==> config.mk <==
export PLATFORM = sky130hd
export DESIGN_NAME = uart_word_rx
export DESIGN_NICKNAME = d
export VERILOG_FILES = /design/src/rtl/uart_word_rx.sv
export SDC_FILE = /design/constraint.sdc
export NUM_CORES = 1
export LEC_CHECK = 0
export BUFFER_PORTS_ARGS = -buffer_cell sky130_fd_sc_hd__buf_2
export CAP_MARGIN = 0
export CORE_MARGIN = 5
export CORE_UTILIZATION = 53
export DETAILED_ROUTE_END_ITERATION = 6
export PLACE_DENSITY = 0.78
export SLEW_MARGIN = 20
export SYNTH_ARGS = -nofsm -noshare
export SYNTH_HDL_FRONTEND = slang
export SYNTH_SLANG_ARGS = --single-unit
==> constraint.sdc <==
create_clock -name clk -period 5.3 [get_ports clk]
set_input_delay 0.265 -clock clk [delete_from_list [all_inputs] [get_ports clk]]
set_output_delay 0.265 -clock clk [all_outputs]
set_load 0.03 [all_outputs]
==> src/rtl/uart_word_rx.sv <==
// uart_word_rx: UART receive path that deserialises 8N1 bytes from a 2-flop synchronised
// serial line and packs four good bytes (byte0 in [7:0]) into a 32-bit word. The word is
// offered on a valid/ack handshake. Framing errors, dropped words and inter-byte timeouts
// are flagged.
// Define UART_PARITY_EN to receive 8E1 frames; a parity failure is reported like a bad
// stop bit.
module uart_word_rx #(
  parameter int unsigned CLKS_PER_BIT = 434,
  parameter int unsigned TIMEOUT_CLKS = 43400
) (
  input  logic        clk,
  input  logic        rst,
  input  logic        rx,
  input  logic        data_ack,
  input  logic        err_clr,
  output logic [31:0] data,
  output logic        data_valid,
  output logic        frame_err,
  output logic        overrun,
  output logic        timeout,
  output logic        busy
);

  localparam int unsigned TW = (CLKS_PER_BIT > 1) ? $clog2(CLKS_PER_BIT) : 1;
  localparam int unsigned IW = (TIMEOUT_CLKS > 1) ? $clog2(TIMEOUT_CLKS) : 1;
  localparam logic [TW-1:0] BitLast  = TW'(CLKS_PER_BIT - 1);
  localparam logic [TW-1:0] BitHalf  = TW'(CLKS_PER_BIT / 2 - 1);
  localparam logic [IW-1:0] IdleLast = IW'(TIMEOUT_CLKS - 1);

  typedef enum logic [2:0] {
    StIdle,
    StStart,
    StData,
    StStop
`ifdef UART_PARITY_EN
    , StParity
`endif
  } state_e;

  logic          rx_meta, rx_sync, rx_prev;
  state_e        state;
  logic [TW-1:0] timer;
  logic [2:0]    bit_idx;
  logic [7:0]    shift;
  logic          byte_done;
  logic [7:0]    byte_buf;
  logic          stop_ok;
  logic          start_det;
  logic [1:0]    byte_cnt;
  logic [23:0]   asm_lo;
  logic          word_done;
  logic [31:0]   word_buf;
  logic [IW-1:0] idle_cnt;

`ifdef UART_PARITY_EN
  logic parity_bad;
  assign stop_ok = rx_sync && !parity_bad;
`else
  assign stop_ok = rx_sync;
`endif

  assign start_det = (state == StIdle) && rx_prev && !rx_sync;

  // Two-flop synchroniser plus one delay stage for falling-edge detection.
  always_ff @(posedge clk or posedge rst) begin
    if (rst) begin
      rx_meta <= 1'b1;
      rx_sync <= 1'b1;
      rx_prev <= 1'b1;
    end else begin
      rx_meta <= rx;
      rx_sync <= rx_meta;
      rx_prev <= rx_sync;
    end
  end

  // Bit-level receive FSM; emits a one-cycle byte_done or frame_err at the stop sample.
  always_ff @(posedge clk or posedge rst) begin
    if (rst) begin
      state     <= StIdle;
      timer     <= '0;
      bit_idx   <= '0;
      shift     <= '0;
      busy      <= 1'b0;
      frame_err <= 1'b0;
      byte_done <= 1'b0;
      byte_buf  <= '0;
`ifdef UART_PARITY_EN
      parity_bad <= 1'b0;
`endif
    end else begin
      frame_err <= 1'b0;
      byte_done <= 1'b0;
      case (state)
        StIdle: begin
          if (start_det) begin
            state <= StStart;
            timer <= '0;
            busy  <= 1'b1;
          end
        end
        StStart: begin
          if (timer == BitHalf) begin
            timer <= '0;
            if (rx_sync) begin
              // Line went back high before mid-bit: treat as a glitch.
              state <= StIdle;
              busy  <= 1'b0;
            end else begin
              state   <= StData;
              bit_idx <= '0;
            end
          end else begin
            timer <= timer + 1'b1;
          end
        end
        StData: begin
          if (timer == BitLast) begin
            timer   <= '0;
            shift   <= {rx_sync, shift[7:1]};
            bit_idx <= bit_idx + 3'd1;
            if (bit_idx == 3'd7) begin
`ifdef UART_PARITY_EN
              state <= StParity;
`else
              state <= StStop;
`endif
            end
          end else begin
            timer <= timer + 1'b1;
          end
        end
`ifdef UART_PARITY_EN
        StParity: begin
          if (timer == BitLast) begin
            timer      <= '0;
            parity_bad <= ^{shift, rx_sync};
            state      <= StStop;
          end else begin
            timer <= timer + 1'b1;
          end
        end
`endif
        StStop: begin
          if (timer == BitLast) begin
            timer <= '0;
            state <= StIdle;
            busy  <= 1'b0;
            if (stop_ok) begin
              byte_done <= 1'b1;
              byte_buf  <= shift;
            end else begin
              frame_err <= 1'b1;
            end
          end else begin
            timer <= timer + 1'b1;
          end
        end
        default: begin
          state <= StIdle;
          busy  <= 1'b0;
        end
      endcase
    end
  end

  // Word assembly and inter-byte timeout; a frame error or timeout discards the partial word.
  always_ff @(posedge clk or posedge rst) begin
    if (rst) begin
      byte_cnt  <= '0;
      asm_lo    <= '0;
      word_done <= 1'b0;
      word_buf  <= '0;
      idle_cnt  <= '0;
      timeout   <= 1'b0;
    end else begin
      word_done <= 1'b0;
      timeout   <= 1'b0;
      if (frame_err) begin
        byte_cnt <= '0;
      end else if (byte_done) begin
        byte_cnt <= byte_cnt + 2'd1;
        case (byte_cnt)
          2'd0:    asm_lo[7:0]   <= byte_buf;
          2'd1:    asm_lo[15:8]  <= byte_buf;
          2'd2:    asm_lo[23:16] <= byte_buf;
          default: begin
            word_done <= 1'b1;
            word_buf  <= {byte_buf, asm_lo};
          end
        endcase
      end
      if (start_det || (state != StIdle) || (byte_cnt == 2'd0)) begin
        idle_cnt <= '0;
      end else if (idle_cnt == IdleLast) begin
        idle_cnt <= '0;
        byte_cnt <= '0;
        timeout  <= 1'b1;
      end else begin
        idle_cnt <= idle_cnt + 1'b1;
      end
    end
  end

  // Consumer handshake; a word completing onto an unacked word is dropped and flagged.
  always_ff @(posedge clk or posedge rst) begin
    if (rst) begin
      data       <= '0;
      data_valid <= 1'b0;
      overrun    <= 1'b0;
    end else begin
      if (err_clr) overrun <= 1'b0;
      if (word_done) begin
        if (!data_valid || data_ack) begin
          data       <= word_buf;
          data_valid <= 1'b1;
        end else begin
          overrun <= 1'b1;  // later assignment: a new overrun beats err_clr
        end
      end else if (data_ack && data_valid) begin
        data_valid <= 1'b0;
      end
    end
  end

endmodule

# --- Word level (Yosys, flattened, before mapping) ---
# Cells that the tools add are included.
word_totals:
  out_inout_bits: 37
  wordCells: 117
  reg_bits: 147
  input_bits: 5
op_classes:
  n_reduce_logical: 28
  eq_ne: 17
  mux: 43
  n_bitwise: 3
  n_addsub: 4
ops:
  columns: ["operator", "count"]
  rows:
  - ["$mux 16", 2]
  - ["$mux 9", 3]
  - ["$pmux 9 s3", 1]
  - ["$mux 3", 8]
  - ["$mux 1", 21]
  - ["$add 16x1->16 const B", 1]
  - ["$eq 16x16->1 const B", 1]
  - ["$reduce_and 3->1", 5]
  - ["$ne 2x2->1 const B", 7]
  - ["$pmux 3 s4", 1]
  - ["$mux 2", 5]
  - ["$reduce_and 5->1", 2]
  - ["$add 9x1->9 const B", 1]
  - ["$eq 9x8->1 const B", 1]
  - ["$eq 9x9->1 const B", 1]
  - ["$reduce_and 2->1", 4]
  - ["$eq 3x2->1 const B", 2]
  - ["$pmux 3 s2", 1]
  - ["$reduce_bool 3->1", 2]
  - ["$pmux 1 s4", 1]
  - ["$reduce_and 4->1", 1]
  - ["$reduce_bool 2->1", 2]
  - ["$add 3x1->3 const B", 1]
  - ["$eq 3x1->1 const B", 1]
  - ["other kinds (13)", 20]

# --- Logic depth before layout (Yosys ltp) ---
# Gate-level depths: netlist (run 1).
depth:
  word_depth: 6
  depth_mapped: 6
  depth_no_buf: 6

# --- Least setup slack after synthesis (run 1) ---
# Ideal clock, no wire load.
synth_path:
  path_kind: "register -> register"
  start: "register timer[1]"
  end: "register shift[0]"
  setup_slack_ns: 3.598
  t_required_ns: 5.175
  period_less_slack_ns: 1.702
  setup_time_ns: 0.125
  n_path_buf: 0
  arrival_time_ns: 1.577
  path_stages_with_launch: 7
  cell_sequence: "dfrtp_1 inv_1 ha_1 and4b_2 nand3_4 nor2_4 mux2_2"
synth_via:
  elab_chain_len: 2
synth_lines:
  columns: ["element", "line_no", "rtl"]
  rows:
  - ["start: declaration", "42", "logic [TW-1:0] timer;"]
  - ["start signal: assignment", "114", "timer <= timer + 1'b1;"]
  - ["start signal: assignment", "130", "timer <= timer + 1'b1;"]
  - ["start signal: assignment", "156", "timer <= timer + 1'b1;"]
  - ["$eq 9x9->1", "118", "if (timer == BitLast) begin"]
  - ["$reduce_and 2->1 (no source line)", null, null]
  - ["end signal: assignment", "120", "shift <= {rx_sync, shift[7:1]};"]
  - ["end: declaration", "44", "logic [7:0] shift;"]
# Every way passes these cells.
# A chain may end at the register's enable or synchronous reset.

# --- Worst setup path in the final report (run 1) ---
layout_path:
  start: "register timer[1]"
  end: "register shift[3]"
# Same word-level chain as after synthesis.

==> results.md, run 1 <==
* Status: complete, but fails checks
* Violations in the final reports: hold timing
* Per-cell routed wire length at 15.8 um
* Delay of the slowest cell on the worst path at 400 ps
* Post-route fraction of the period consumed by the critical path at 34.8%
* Synthesized area at 6030 sq um
* H-tree depth at 4
* Least-Margin Pin Slew at 759 ps
* Routability congestion estimate at 0.817
* Number of flops mapped to enable cells by yosys at 0
* Sum Neg Setup Slack at 0 ps
* Maximum ir drop on the vdd rail at 0.256 mV
* Post-synthesis cell type with the largest combined area: sky130_fd_sc_hd__dfrtp_1
* Antenna violations before repair at 0
* Total number of vias at 3461
* Worst reg-to-reg setup slack at 3460 ps
* Power share of the clock group at 49.5%
* Count of inserted antenna diode cells at 0
* Final hold violation count at 3
* Top library cells by usage in the layout, fill and taps aside: 143 x sky130_fd_sc_hd__dfrtp_1, 106 x sky130_fd_sc_hd__mux2_2, 41 x sky130_fd_sc_hd__buf_2
* Dominant combinational cell family by area after synthesis: multiplexers
* Internal power at 2.01 mW
* Final worst clock skew at 6.40 ps
* Share of cells above drive strength 1 at 40.0%
* Cell Chain, Critical Path: inv_1 -> ha_1 -> and4b_2 -> nand3_4 -> nor2_4 -> mux2_2
* Synth Area in Adders at 2.07%
* Unrepaired setup endpoints after global routing: no
* Warnings from Yosys at 0
* Power share of the combinational group at 4.3%
* Number of cell rows at 39
* Kind of end point of the critical path: flop
* Simple-gate share of the synthesized area at 9.58%
* Setup Viol. Count Final at 0
* Average size of a mapped cell at 13.8 sq um
* DRT Pass-1 Iters at 5
* Vias per cell at 5.34
* Clock insertion delay at the later pin of the skew report at 420 ps
* Num ports at 42
* Post-DP HPWL at 6.88 mm
* Fraction of power spent switching nets at 21.7%
* Worst Hold Class: in -> async
* Quantity of gates resized following cts at 0
* Global-route usage over all layers at 16.8%
* Required time reported for the critical path endpoint at 5600 ps
* Xor and xnor area share after synthesis at 2.32%
* Startpoint of the worst-slack reg-to-reg timing path: timer[1]
* Global route total overflow at 0
* Number of max-capacitance violations reported at 0
* Sum of buffers and inverters on the critical path at 1
* Clk root buf: sky130_fd_sc_hd__clkbuf_16
* Final ANT Viol Nets at 0
* Maximum number of buffers from clock root to sink at 2
* Levels on crit path at 6
* Commonest non-fill, non-tap cell in the layout: sky130_fd_sc_hd__dfrtp_1
* Leading cell types by total area after synthesis: sky130_fd_sc_hd__dfrtp_1 59%, sky130_fd_sc_hd__mux2_2 20%, sky130_fd_sc_hd__ha_1 2.1%
* Number of buffers inserted to repair setup after CTS at 0
* Buffers added on ports at 41
* TritonCTS Sinks at 146
* Critical path's slowest cell: sky130_fd_sc_hd__dfrtp_1
* Synth Register Bits at 146
* Clock-pin slew of the registers on the worst-case setup and hold paths at 60 ps
* Synthesized-area fraction occupied by ao, oa, aoi and oai cells at 3.19%
* Reg power frac at 46.1%
* CP startpoint kind: flop
* Global-route wire length before repair at 17.5 mm
* Number of distinct library cell variants in the gate-level netlist after synthesis at 48
* Number of global-route vias before repair at 3529
* Layout Nets at 507
* Leakage power total at 3.58 nW
* Post-route setup slack at 3460 ps
* Area growth, synth to finish at 17.0%
* Sequential area share after synthesis at 60.6%
* Pwr Density at 364 nW/um^2
* Number of pins exceeding their max-slew limit in the final report at 0
* Net switching power of the design at 0.559 mW
* Crit path max fanout at 8
* Fraction of synthesized cell area taken by the top area cell type at 59.3%
* Post-synth ARST share at 100%
* Die H at 117 um
* Number of instances in the synthesized netlist at 438
* Critical path class: reg -> reg
* Detailed-route DRC error count at 0
* Pin count of the biggest net entering global routing at 90
* DRC marker count from the first detailed-route iteration at 168
* Clock tree from TritonCTS: yes
* Delay-heaviest family, CP: simple AND/OR/NAND/NOR gates
* RR Endpoint: shift[3]
* Worst slack on hold paths at -13.5 ps
* Sum of routed wire length over all layers at 10.3 mm
* Main synth FF type: sky130_fd_sc_hd__dfrtp_1
* Maximum clock frequency at 543 MHz
* Chip Width at 117 um
* Die area at 13600 sq um
* Multiplexer share of the synthesized area at 20.3%
* Worst reg2reg path depth at 6
* Num CTS Buffers at 17
* Shortest period the worst path allows at 1840 ps
* Area of the core region at 11300 sq um
* Data arrival time of the critical path at 2140 ps
* Slew margin rel. at 49.4%
* Worst slack, placed at 3440 ps
* Nets in the synthesized netlist at 453
* Effective utilization at floorplan at 53.5%
[worst max-delay path by stage]
stage,start,endpoint
floorplan,rst,asm_lo[0]
global placement,state[1],idle_cnt[14]
detailed placement,state[1],idle_cnt[15]
CTS,timer[1],shift[3]
global route,state[1],idle_cnt[13]
finish,timer[1],shift[3]
[state kept, by name (all words and copies together) (netlist names), 3 cells and up]
name,count
data,32
word_buf,32
asm_lo,24
idle_cnt,16
timer,9
byte_buf,8
shift,8
bit_idx,3
[final cells by class]
type / count / area [sq um]
Clock buffer: 20 / 467
Clock inverter: 12 / 179
Fill cell: 862 / 4210
Inverter: 17 / 68.8
Multi-Input combinational cell: 264 / 2260
Sequential cell: 146 / 3660
Tap cell: 143 / 179
Timing Repair Buffer: 46 / 248
[metrics by stage]
step | utilization [%] | cell area (sq um) | hold WS (ps) | std cells | power [mW]
2_1_floorplan | - | 6030 | 269 | 438 | 1.28
3_3_place_gp | 56.7 | 6390 | 347 | 614 | 1.31
3_5_place_dp | 56.7 | 6390 | 347 | 614 | 1.32
4_1_cts | 62.6 | 7060 | 3.46 | 648 | 2.60
5_1_grt | 62.6 | 7060 | 64.5 | 648 | 2.67
6_report | 62.6 | 7060 | -13.5 | 648 | 2.57
[cell usage after synthesis (2+ instances only)]
master                       n
sky130_fd_sc_hd__a21oi_1     5
sky130_fd_sc_hd__and2_1      2
sky130_fd_sc_hd__and4bb_2    2
sky130_fd_sc_hd__buf_2       9
sky130_fd_sc_hd__clkbuf_1    2
sky130_fd_sc_hd__dfrtp_1   143
sky130_fd_sc_hd__dfstp_2     3
sky130_fd_sc_hd__ha_1       10
sky130_fd_sc_hd__inv_1      17
sky130_fd_sc_hd__mux2_2    106
sky130_fd_sc_hd__mux2i_1     3
sky130_fd_sc_hd__nand2_1    27
sky130_fd_sc_hd__nand3_1    11
sky130_fd_sc_hd__nand4_1     5
sky130_fd_sc_hd__nand4_2     2
sky130_fd_sc_hd__nor2_1     18
sky130_fd_sc_hd__nor2b_1     4
sky130_fd_sc_hd__nor3_1      9
sky130_fd_sc_hd__nor4_1      2
sky130_fd_sc_hd__o21a_1      2
sky130_fd_sc_hd__o21ai_0    11
sky130_fd_sc_hd__o22ai_1     4
sky130_fd_sc_hd__or3_1       2
sky130_fd_sc_hd__xnor2_1     7
sky130_fd_sc_hd__xor2_1      9
[kinds of logic (layout without fill, tap and decap cells)]
| group | after synthesis | after routing |
|---|---|---|
| AOI/OAI and AO/OA | 28 | 28 |
| xor gates and xnor gates | 16 | 16 |
| adders and majority gates | 10 | 10 |
| buffers and inverters | 28 | 95 |
| DFF | 146 | 146 |
| muxes | 109 | 109 |
| and+or+nand+nor | 101 | 101 |
[worst register-to-register path, delay by kind of cell (launching register included)]
family / cells / cell delay, ps
buffers and inverters: 1 / 100
AND/OR/NAND/NOR: 3 / 710
multiplexers: 1 / 370
adder cells (fa/ha/maj): 1 / 140
flip-flops: 1 / 400
[layer usage]
metal	track usage (%)	wire [um]	vias to the layer above	part of all wire, %
met2	27.1	5080	64	50
li1	-	-	1661	-
met1	21.3	4510	1716	44
met5	0	0	-	0
met4	6.65	182	0	1.8
met3	5.18	482	20	4.7
[power by group through the flow]
stage	sequential [mW]	clock, mW	combinational [mW]
floorplan	1.19	0	0.0904
global placement	1.20	0	0.107
detailed placement	1.21	0	0.112
CTS	1.19	1.30	0.114
global route	1.19	1.35	0.133
finish	1.19	1.27	0.111
[repair_timing]
item / in CTS / in global routing
hold buffers: 2 / 0
setup endpoints to repair: 0 / 0
endpoints found under the hold margin: 2 / 0
Power figures use the tool's default switching activity.
==> inputs of run 2 (changes only) <==
Settings changed: PLACE_DENSITY 0.78 to 0.81.
Clock period 5.3 ns to 1.5 ns, I/O delays scaled along.
==> results.md, run 2 (synthesis gave the netlist of run 1 again) <==
* Num ports at 42 (unchanged)
* Post-route setup slack at -257 ps (-3710 ps)
* Global route total overflow at 0 (unchanged)
* Leakage power total at 3.93 nW (+9.9%)
* Violations in the final reports: setup timing
* Effective utilization at floorplan at 53.5% (unchanged)
* Post-route insts no fill at 706 (+9.0%)
* Global-route usage over all layers at 19.7% (+3.0 points)
* Startpoint of the worst-slack reg-to-reg timing path: timer[1]
* Area of the core region at 11300 sq um (unchanged)
* Status: complete, but fails checks
* Least-Margin Pin Slew at 433 ps (-326 ps)
* Detailed-route DRC error count at 0 (unchanged)
* Maximum ir drop on the vdd rail at 0.672 mV (+160%)
* RR Endpoint: shift[4]
* Top library cells by usage in the layout, fill and taps aside: 143 x sky130_fd_sc_hd__dfrtp_1, 88 x sky130_fd_sc_hd__mux2_2, 44 x sky130_fd_sc_hd__buf_4
* CP Launch Point: timer[1]
* Commonest non-fill, non-tap cell in the layout: sky130_fd_sc_hd__dfrtp_1
* Clk root buf: sky130_fd_sc_hd__clkbuf_16
* Num CTS Buffers at 17 (unchanged)
* CP startpoint kind: flop
* Critical path class: reg -> reg
* CP endpoint: shift[4]
* Number of global-route vias before repair at 4153 (+18%)
* Clock tree from TritonCTS: yes
* Routability congestion estimate at 0.835 (+2.3%)
* Clock-pin slew of the registers on the worst-case setup and hold paths at 60 ps (about the same)
* Die area at 13600 sq um (unchanged)
* H-tree depth at 4 (unchanged)
* Shortest period the worst path allows at 1760 ps (-85.1 ps)
* Slew margin rel. at 70.9% (+21 points)
* Pin count of the biggest net entering global routing at 66 (-27%)
* Number of cell rows at 39 (unchanged)
* Number of pins exceeding their max-slew limit in the final report at 0 (unchanged)
* Setup Viol. Count Final at 32 (+32)
* Per-cell routed wire length at 17.4 um (+9.8%)
* Layout filler cell count at 743 (-14%)
* Sum of routed wire length over all layers at 12.3 mm (+20%)
* Post-route fraction of the period consumed by the critical path at 117% (+82 points)
* Final hold violation count at 0 (-3)
* Final worst clock skew at 8.76 ps (+2.36 ps)
* Final ANT Viol Nets at 0 (unchanged)
* Post-route cell area at 7800 sq um (+11%)
* Crit path max fanout at 8 (unchanged)
* Area growth, synth to finish at 29.3%
* Vias per cell at 5.41 (+1.3%)
* Clock insertion delay at the later pin of the skew report at 410 ps (about the same)
* Total number of vias at 3818 (+10%)
* Maximum number of buffers from clock root to sink at 2 (unchanged)
* Maximum clock frequency at 569 MHz (+4.8%)
* Unrepaired setup endpoints after global routing: yes
* Worst Hold Class: in -> reg
* Number of max-capacitance violations reported at 0 (unchanged)
* Antenna violations before repair at 0 (unchanged)
* Buffers added on ports at 41 (unchanged)
* Worst reg-to-reg setup slack at -260 ps (-3710 ps)
* DRC marker count from the first detailed-route iteration at 167 (-0.60%)
* TritonCTS Sinks at 146 (unchanged)
* Post-DP HPWL at 7.64 mm (+11%)
* Die H at 117 um (unchanged)
* Count of inserted antenna diode cells at 0 (unchanged)
* Kind of end point of the critical path: flop
* DRT Pass-1 Iters at 4 (-1)
* Chip Width at 117 um (unchanged)
* Share of the core filled with cells at 69.2% (+6.6 points)
* Layout Nets at 565 (+11%)
* Global-route wire length before repair at 20.4 mm (+16%)
* Data arrival time of the critical path at 2050 ps (-90 ps)
* Pwr Density at 1200 nW/um^2 (+230%)
* Placed cell count at 654 (+6.5%)
* Required time reported for the critical path endpoint at 1790 ps (-3810 ps)
* Share of cells above drive strength 1 at 49.4% (+9.4 points)
* Registers with the most flip-flops: data: 32 flops, word_buf: 32 flops, asm_lo: 24 flops
* Placed Area at 6890 sq um (+7.8%)
* Worst reg2reg path depth at 7 (+1)
-- run 2: worst min-delay path by stage --
stage | from | end | slack [ps] | cells after the start
4_1_cts | rx | rx_meta | 320 | 2
5_1_grt | rx | rx_meta | 320 | 2
6_report | rx | rx_meta | 330 | 2
2_1_floorplan | rx | rx_meta | 80 | 0
3_3_place_gp | rx | rx_meta | 200 | 1
3_5_place_dp | rx | rx_meta | 200 | 1
-- run 2: per-layer routing --
layer / share of wire (%) / GRT usage [%] / up-vias
li1: - / - / 1769
met4: 2.9 / 8.41 / 0
met5: 0 / 0 / -
met1: 39 / 22.8 / 1939
met2: 54 / 34.5 / 84
met3: 4.0 / 5.44 / 26
-- run 2: where the power goes --
part | total (mW) | switching [mW] | internal, mW
Clock | 4.26 | 1.61 | 2.65
Sequential | 4.11 | 0.0733 | 4.04
Combinational | 0.955 | 0.512 | 0.443
Total | 9.33 | 2.19 | 7.14
-- run 2: layout make-up --
| class | instances | area, sq um | area share, % |
|---|---|---|---|
| well taps | 143 | 179 | 2.29 |
| clock inverters | 13 | 158 | 2.02 |
| clock buffers | 19 | 443 | 5.68 |
| repair buffers | 103 | 811 | 10.4 |
| flip-flops and latches | 146 | 3660 | 46.9 |
| multi-input cells | 265 | 2490 | 31.9 |
| inverters | 17 | 67.6 | 0.866 |
-- run 2: worst max-delay path: stages (launching register included) --
cell	delay [ps]
sky130_fd_sc_hd__dfrtp_1	400
sky130_fd_sc_hd__inv_2	90
sky130_fd_sc_hd__ha_4	120
sky130_fd_sc_hd__and4b_2	270
sky130_fd_sc_hd__nand3_4	160
sky130_fd_sc_hd__nor2_4	150
sky130_fd_sc_hd__buf_12	150
sky130_fd_sc_hd__mux2_4	300
-- run 2: repair_timing --
| item | CTS | global route |
|---|---|---|
| gates cloned | 1 | 0 |
| buffers inserted | 8 | 7 |
| hold buffers | 5 | 0 |
| pin swaps | 12 | 6 |
| endpoints found under the setup margin | 47 | 67 |
| resized for setup | 19 | 12 |
| endpoints found under the hold margin | 146 | 0 |
-- run 2: stage by stage --
stage               hold slack (ps)  TNS [ps]  power [mW]  setup slack, ps
finish                          328     -5530        9.33             -257
global route                    325     -9220        9.66             -331
CTS                             316     -5290        9.28             -257
detailed placement              204     -5120        4.89             -218
global placement                203     -2820        4.83             -157
floorplan                      79.5    -62950        4.56             -406
